==> src/rtl/alu_pkg.sv <==
// Shared types and widths for the ALU operand sequencer and its button front end.
package alu_pkg;

   localparam int WIDTH_DEF = 8;
   localparam int OP_W      = 4;

   typedef enum logic [1:0] {
      LOAD_A = 2'd0,
      LOAD_B = 2'd1,
      EXEC   = 2'd2,
      SHOW   = 2'd3
   } state_t;

endpackage

==> src/rtl/button_debounce.sv <==
// Execute-button front end: 2-flop synchronizer, stability counter, and a
// one-cycle press pulse on the debounced rising edge.
module button_debounce #(
   parameter int DEBOUNCE_CYCLES = 4
) (
   input  logic clock,
   input  logic reset,
   input  logic btn_raw,
   output logic press
);

   localparam int CW = $clog2(DEBOUNCE_CYCLES + 1);

   logic          sync1, sync2;
   logic          level, level_q;
   logic [CW-1:0] cnt;

   always_ff @(posedge clock) begin
      if (!reset) begin
         sync1   <= 1'b0;
         sync2   <= 1'b0;
         level   <= 1'b0;
         level_q <= 1'b0;
         cnt     <= '0;
      end else begin
         sync1   <= btn_raw;
         sync2   <= sync1;
         level_q <= level;
         // Any sample agreeing with the accepted level restarts the count.
         if (sync2 == level) begin
            cnt <= '0;
         end else if (cnt == CW'(DEBOUNCE_CYCLES)) begin
            level <= sync2;
            cnt   <= '0;
         end else begin
            cnt <= cnt + 1'b1;
         end
      end
   end

   assign press = level & ~level_q;

endmodule

==> src/rtl/alu_sequencer.sv <==
// Load-A / load-B / execute / show controller around an external ALU mux,
// driven by a single debounced execute button.
module alu_sequencer
   import alu_pkg::*;
#(
   parameter int DEBOUNCE_CYCLES = 4,
   parameter int WIDTH           = WIDTH_DEF
) (
   input  logic             clock,
   input  logic             reset,
   input  logic             btn_raw,
   input  logic             chain,
   input  logic [WIDTH-1:0] data_in,
   input  logic [OP_W-1:0]  op_in,
   input  logic [WIDTH-1:0] alu_y,
   output logic [WIDTH-1:0] a_out,
   output logic [WIDTH-1:0] b_out,
   output logic [OP_W-1:0]  op_out,
   output logic [WIDTH-1:0] y_out,
   output logic [1:0]       state_out,
   output logic             done
);

   state_t state;
   logic   press;

   button_debounce #(
      .DEBOUNCE_CYCLES(DEBOUNCE_CYCLES)
   ) u_debounce (
      .clock  (clock),
      .reset  (reset),
      .btn_raw(btn_raw),
      .press  (press)
   );

   always_ff @(posedge clock) begin
      if (!reset) begin
         state  <= LOAD_A;
         a_out  <= '0;
         b_out  <= '0;
         op_out <= '0;
         y_out  <= '0;
         done   <= 1'b0;
      end else begin
         done <= 1'b0;
         case (state)
            LOAD_A: if (press) begin
               a_out <= data_in;
               state <= LOAD_B;
            end
            LOAD_B: if (press) begin
               b_out  <= data_in;
               op_out <= op_in;
               state  <= EXEC;
            end
            // A press landing here is dropped; the pulse is gone next cycle.
            EXEC: begin
               y_out <= alu_y;
               done  <= 1'b1;
               state <= SHOW;
            end
            SHOW: if (press) begin
               if (chain) begin
                  a_out <= y_out;
                  state <= LOAD_B;
               end else begin
                  state <= LOAD_A;
               end
            end
            default: state <= LOAD_A;
         endcase
      end
   end

   assign state_out = state;

endmodule

==> config.mk <==
export PLATFORM = sky130hd
export DESIGN_NAME = alu_sequencer
export DESIGN_NICKNAME = d
export VERILOG_FILES = /design/src/rtl/alu_pkg.sv /design/src/rtl/button_debounce.sv /design/src/rtl/alu_sequencer.sv
export SDC_FILE = /design/constraint.sdc
export NUM_CORES = 1
export LEC_CHECK = 0
export ABC_AREA = 1
export CAP_MARGIN = 10
export CORE_ASPECT_RATIO = 0.75
export CORE_MARGIN = 4
export CORE_UTILIZATION = 48
export DETAILED_ROUTE_END_ITERATION = 8
export HOLD_SLACK_MARGIN = 0.02
export PLACE_DENSITY = 0.91
export SLEW_MARGIN = 10
export SYNTH_ARGS = -nofsm -noshare
export SYNTH_HDL_FRONTEND = slang
export SYNTH_SLANG_ARGS = --single-unit
export TNS_END_PERCENT = 30
==> constraint.sdc <==
create_clock -name clock -period 3.4 [get_ports clock]
set_input_delay 0.68 -clock clock [delete_from_list [all_inputs] [get_ports clock]]
set_output_delay 0.68 -clock clock [all_outputs]
set_load 0.01 [all_outputs]
==> After elaboration in Yosys (flattened, before gate mapping) <==
Cells that the tools add are included.
{ "word_totals": {"in_bits": 24, "reg_bits": 38} }
{ "op_classes": {"n_addsub": 1, "reduce_logical": 7, "mux": 10, "n_eq_ne": 9, "bitwise_logic": 4} }
{ "op_table": {"columns": ["cell", "count"], "rows": [
  ["$mux W8", 3],
  ["$pmux W8 S2", 1],
  ["$ne A2 B2 Y1 const B", 4],
  ["$pmux W2 S4", 1],
  ["$mux W2", 3],
  ["$eq A2 B2 Y1 const B", 2],
  ["$reduce_and A2 Y1", 2],
  ["$reduce_and A4 Y1", 1],
  ["$add A3 B1 Y3 const B", 1],
  ["$eq A3 B3 Y1 const B", 1],
  ["$not A1 Y1", 3],
  ["$reduce_and A3 Y1", 1],
  ["$reduce_or A3 Y1", 1],
  ["$eq A2 B1 Y1 const B", 1],
  ["$logic_not A2 Y1", 1],
  ["$mux W1", 2],
  ["$reduce_bool A2 Y1", 1],
  ["$and A1 B1 Y1", 1],
  ["$eq A1 B1 Y1", 1]
]} }

==> Depth between registers and ports, before layout <==
{ "logic_depth": {"ltp_word": 4, "mapped_depth": 9} }

==> By module <==
From an unflattened synthesis, not the netlist that was laid out.
{ "hier_totals": {"hier_cells": 232, "hier_area_um2": 1652.8} }
{ "modules_own_cells": {"columns": ["mod", "cells_per_inst", "n_inst", "area_each_um2"], "rows": [
  ["alu_sequencer", 197, 1, 1377.6],
  ["button_debounce", 35, 1, 275.3]
]} }

==> Worst setup path after synthesis <==
OpenSTA, ideal clock, no wires.
{ "synth_timing": {"path_kind": "register to register", "startpoint": "reg state[0], in the netlist state_out[0]", "endpoint": "reg a_out[0]", "setup_ps": 113, "arrival_time_ps": 1253, "stages_incl_launch_ff": 9, "path_buffers": 2, "required_time_ps": 3287, "setup_slack_ps": 2035, "cell_sequence": "dfxtp_1 > ha_1 > buf_6 > inv_4 > nand2_2 > nand3_4 > buf_6 > nor2_1 > nor2_1"} }
{ "synth_between": {"elab_chain_cells": 3, "elab_cells_between_ends": 8, "classes_between": "eq/ne: 4; mux: 1; reduce/logical: 3"} }
{ "synth_lines": {"columns": ["item", "line_no", "rtl"], "rows": [
  ["start, declared", "alu_sequencer.sv:24", "state_t state;"],
  ["start signal, assigned", "alu_sequencer.sv:38", "state <= LOAD_A;"],
  ["start signal, assigned", "alu_sequencer.sv:49", "state <= LOAD_B;"],
  ["start signal, assigned", "alu_sequencer.sv:54", "state <= EXEC;"],
  ["$eq A2 B2 Y1 or $logic_not A2 Y1 (tied branches)", "alu_sequencer.sv:46", "case (state)"],
  ["$ne A2 B2 Y1 (no line) or $reduce_bool A2 Y1 (tied branches)", null, null],
  ["$reduce_and A4 Y1 (no line)", null, null],
  ["end signal, assigned", "alu_sequencer.sv:48", "a_out <= data_in;"],
  ["end signal, assigned", "alu_sequencer.sv:64", "a_out <= y_out;"],
  ["end, declared", "alu_sequencer.sv:16", "output logic [WIDTH-1:0] a_out,"]
]} }
Parallel ways exist; a longest one is shown, timed or not.
A chain may end at the register's enable or synchronous reset.

==> Worst setup path in the final report <==
{ "layout_timing": {"startpoint": "reg state[0], in the netlist state_out[0]", "endpoint": "out state_out[0]"} }
{ "layout_rtl": {"columns": ["item", "line_no", "rtl"], "rows": [
  ["end, declared", "alu_sequencer.sv:20", "output logic [1:0] state_out,"]
]} }
No word-level cell between the ends.

==> reports/results.txt <==
setup_tns: 0 ns
P&R area growth vs syn: 37.82%
Worst Path Buf+Inv: 1
Die H: 58.69 um
antenna violations before repair: 0
Gate Count Post-Synth: 227
Worst Tran Pin Value: 0.3931 ns
clock root buffer: clkbuf_8
WL/cell: 12.45 um
Chip Width: 75.58 um
worst reg2reg endpoint: a_out[5]$_SDFFE_PN0P_
VDD IR max: 0.0002285 V
Routed WL: 3.972 mm
Clock Sinks: 38
share of layout cells above drive strength 1: 6.452%
Final setup viols: 0
top post-synthesis cells by area: dfxtp_1 46%, nor2_1 14%, nand2_1 11%
core area: 3288 um^2
mean cell area of the mapped netlist: 7.243 um^2
Diodes inserted: 0
Post-synth ARST share: 0%
Post-synth EDFFs: 0
worst hold-check path type: flip-flop to flip-flop
CTS Buffer Depth: 2
power per cell area: 387.8 nW/um^2
post-synthesis sequential area ratio: 46.27%
Iter 0 DRT Violations: 96
first-pass iteration count of the detailed router: 4
slowest stage delay, CP: 0.59 ns
clock latency on the worst-skew pair: 0.28 ns
GRT Residual Overflow: 0
Setup crit end: state_out[0]
post-route cell area: 2266 um^2
CTS tree: done
most instantiated cells after synthesis: 60 x nor2_1, 49 x nand2_1, 38 x dfxtp_1, 22 x inv_1, 20 x o21ai_0
Setup CP Type: flip-flop to primary output
FF+latch count, synth: 38
Max Freq: 496.1 MHz
hold_ws: 0.4497 ns
DRT antenna net count: 0
slowest cell on the critical path: clkdlybuf4s50_1
outcome: completed
std cell rows: 18
global-route wire length before repair: 6.741 mm
# IOs: 55
routability cong.: 0.7801
Worst EP arrival: 1.34 ns
final number of hold-violating endpoints: 0
Via-to-Cell Ratio: 4.674
Via Count: 1491
crit path max fanout: 7
worst path cell trace: clkdlybuf4s50_1
fin crit period: 2.016 ns
worst r2r path cells: 7
cell area after synthesis: 1644 um^2
CP top delay family: buffers and inverters
R2R Path Start: state_out[0]$_SDFFE_PN0P_
dpl hpwl: 2.853 mm
Initial Util: 50.00%
Post-CTS Setup Bufs: 0
Max Cap Viol: 0
Synth cell types: 21
final core utilization: 68.91%
I/O Buffers: 54
leading area contributor after synthesis: dfxtp_1
synth warn: 0
Critical Path RT: 2.72 ns
post-synth top area share: 46.27%
Power, Total: 0.8786 mW
Levels on crit path: 1
die area: 4435 um^2
crit end category: primary output
worst setup path start: state_out[0]$_SDFFE_PN0P_
Nets: 311
htree depth: 2
clk slew on worst S/H paths: 0.07 ns
CP Launch Type: flip-flop
R2R Setup Slk: 1.76 ns
Cell Area, Placed: 2183 um^2
Residual DRC: 0
leak pwr: 1.042 nW
Total GRT Usage: 20.18%
Top FF cell, synth: dfxtp_1
crit share post-route: 59.29%
Final Skew: 0.003040 ns
syn nets: 258
pin count of the biggest net entering global routing: 36
vias in the first global route: 1439
# fillers: 280
CTS hold repair buffers: 0
cts bufs inserted: 5
pins over their slew limit: 0
RSZ-0062 raised after global routing: false
most frequent cell after synthesis: nor2_1
PostCTS Resize Cnt: 0
Slew HR: 73.79%
## cell type report
cell class	count	area [um^2]	area share [%]
Tap cell	40	50.05	2.209
Clock buffer	6	82.58	3.644
Multi-Input combinational cell	154	724.4	31.97
Inverter	26	100.1	4.417
Timing Repair Buffer	55	548.0	24.19
Sequential cell	38	760.7	33.57
## placed cells by master (no fill, tap or decap), types with 4 or more instances in the layout
cell type,n
clkbuf_8,6
clkdlybuf4s50_1,54
dfxtp_1,38
ha_1,7
inv_1,22
nand2_1,49
nand2_2,4
nand3_1,5
nor2_1,60
o21ai_0,20
## cells by family (layout without fill, tap and decap cells)
group           Yosys count  after routing  share of synthesized area [%]
xor+xnor                  2              2                          1.066
flops                    38             38                          46.27
buf+inv                  35             87                          9.665
simple gates            121            121                          30.37
compound gates           24             24                          7.306
fa+ha+maj                 7              7                          5.327
## flip-flops by register name, summed over array words and instances (netlist names)
signal and flops:
u_debounce.sync1 1, u_debounce.level 1, u_debounce.sync2 1, state_out 2, a_out 8, u_debounce.level_q 1, y_out 8, op_out 4
b_out 8, done 1, u_debounce.cnt 3
## metrics by stage
step	cells	setup WS, ns
6_report	319	1.384
5_1_grt	319	1.289
4_1_cts	319	1.370
3_5_place_dp	313	1.588
3_3_place_gp	313	1.593
2_1_floorplan	227	2.035
## power breakdown
group / switching, mW / internal (mW) / leakage (nW) / total, mW
registers: 0.0122 / 0.454 / 0.306 / 0.466
clock network: 0.145 / 0.156 / 0.0431 / 0.301
logic: 0.0548 / 0.0567 / 0.693 / 0.112
total: 0.212 / 0.667 / 1.04 / 0.879
## per-layer routing
metal	share of wire (%)	wire length (um)	track usage, %
met5	0	0	0
met4	1.0	40	6.733
met3	6.5	258	6.655
met2	44	1733	29.03
met1	49	1939	28.38
## worst min path at each step
stage                                            from                           to  cells past startpoint
after global placement    u_debounce.sync1$_SDFF_PN0_  u_debounce.sync2$_SDFF_PN0_                      2
final                     u_debounce.sync1$_SDFF_PN0_  u_debounce.sync2$_SDFF_PN0_                      2
after CTS                 u_debounce.sync1$_SDFF_PN0_  u_debounce.sync2$_SDFF_PN0_                      2
after detailed placement  u_debounce.sync1$_SDFF_PN0_  u_debounce.sync2$_SDFF_PN0_                      2
after global routing      u_debounce.sync1$_SDFF_PN0_  u_debounce.sync2$_SDFF_PN0_                      2
after floorplan           u_debounce.sync1$_SDFF_PN0_  u_debounce.sync2$_SDFF_PN0_                      2
Power figures use the tool's default switching activity.
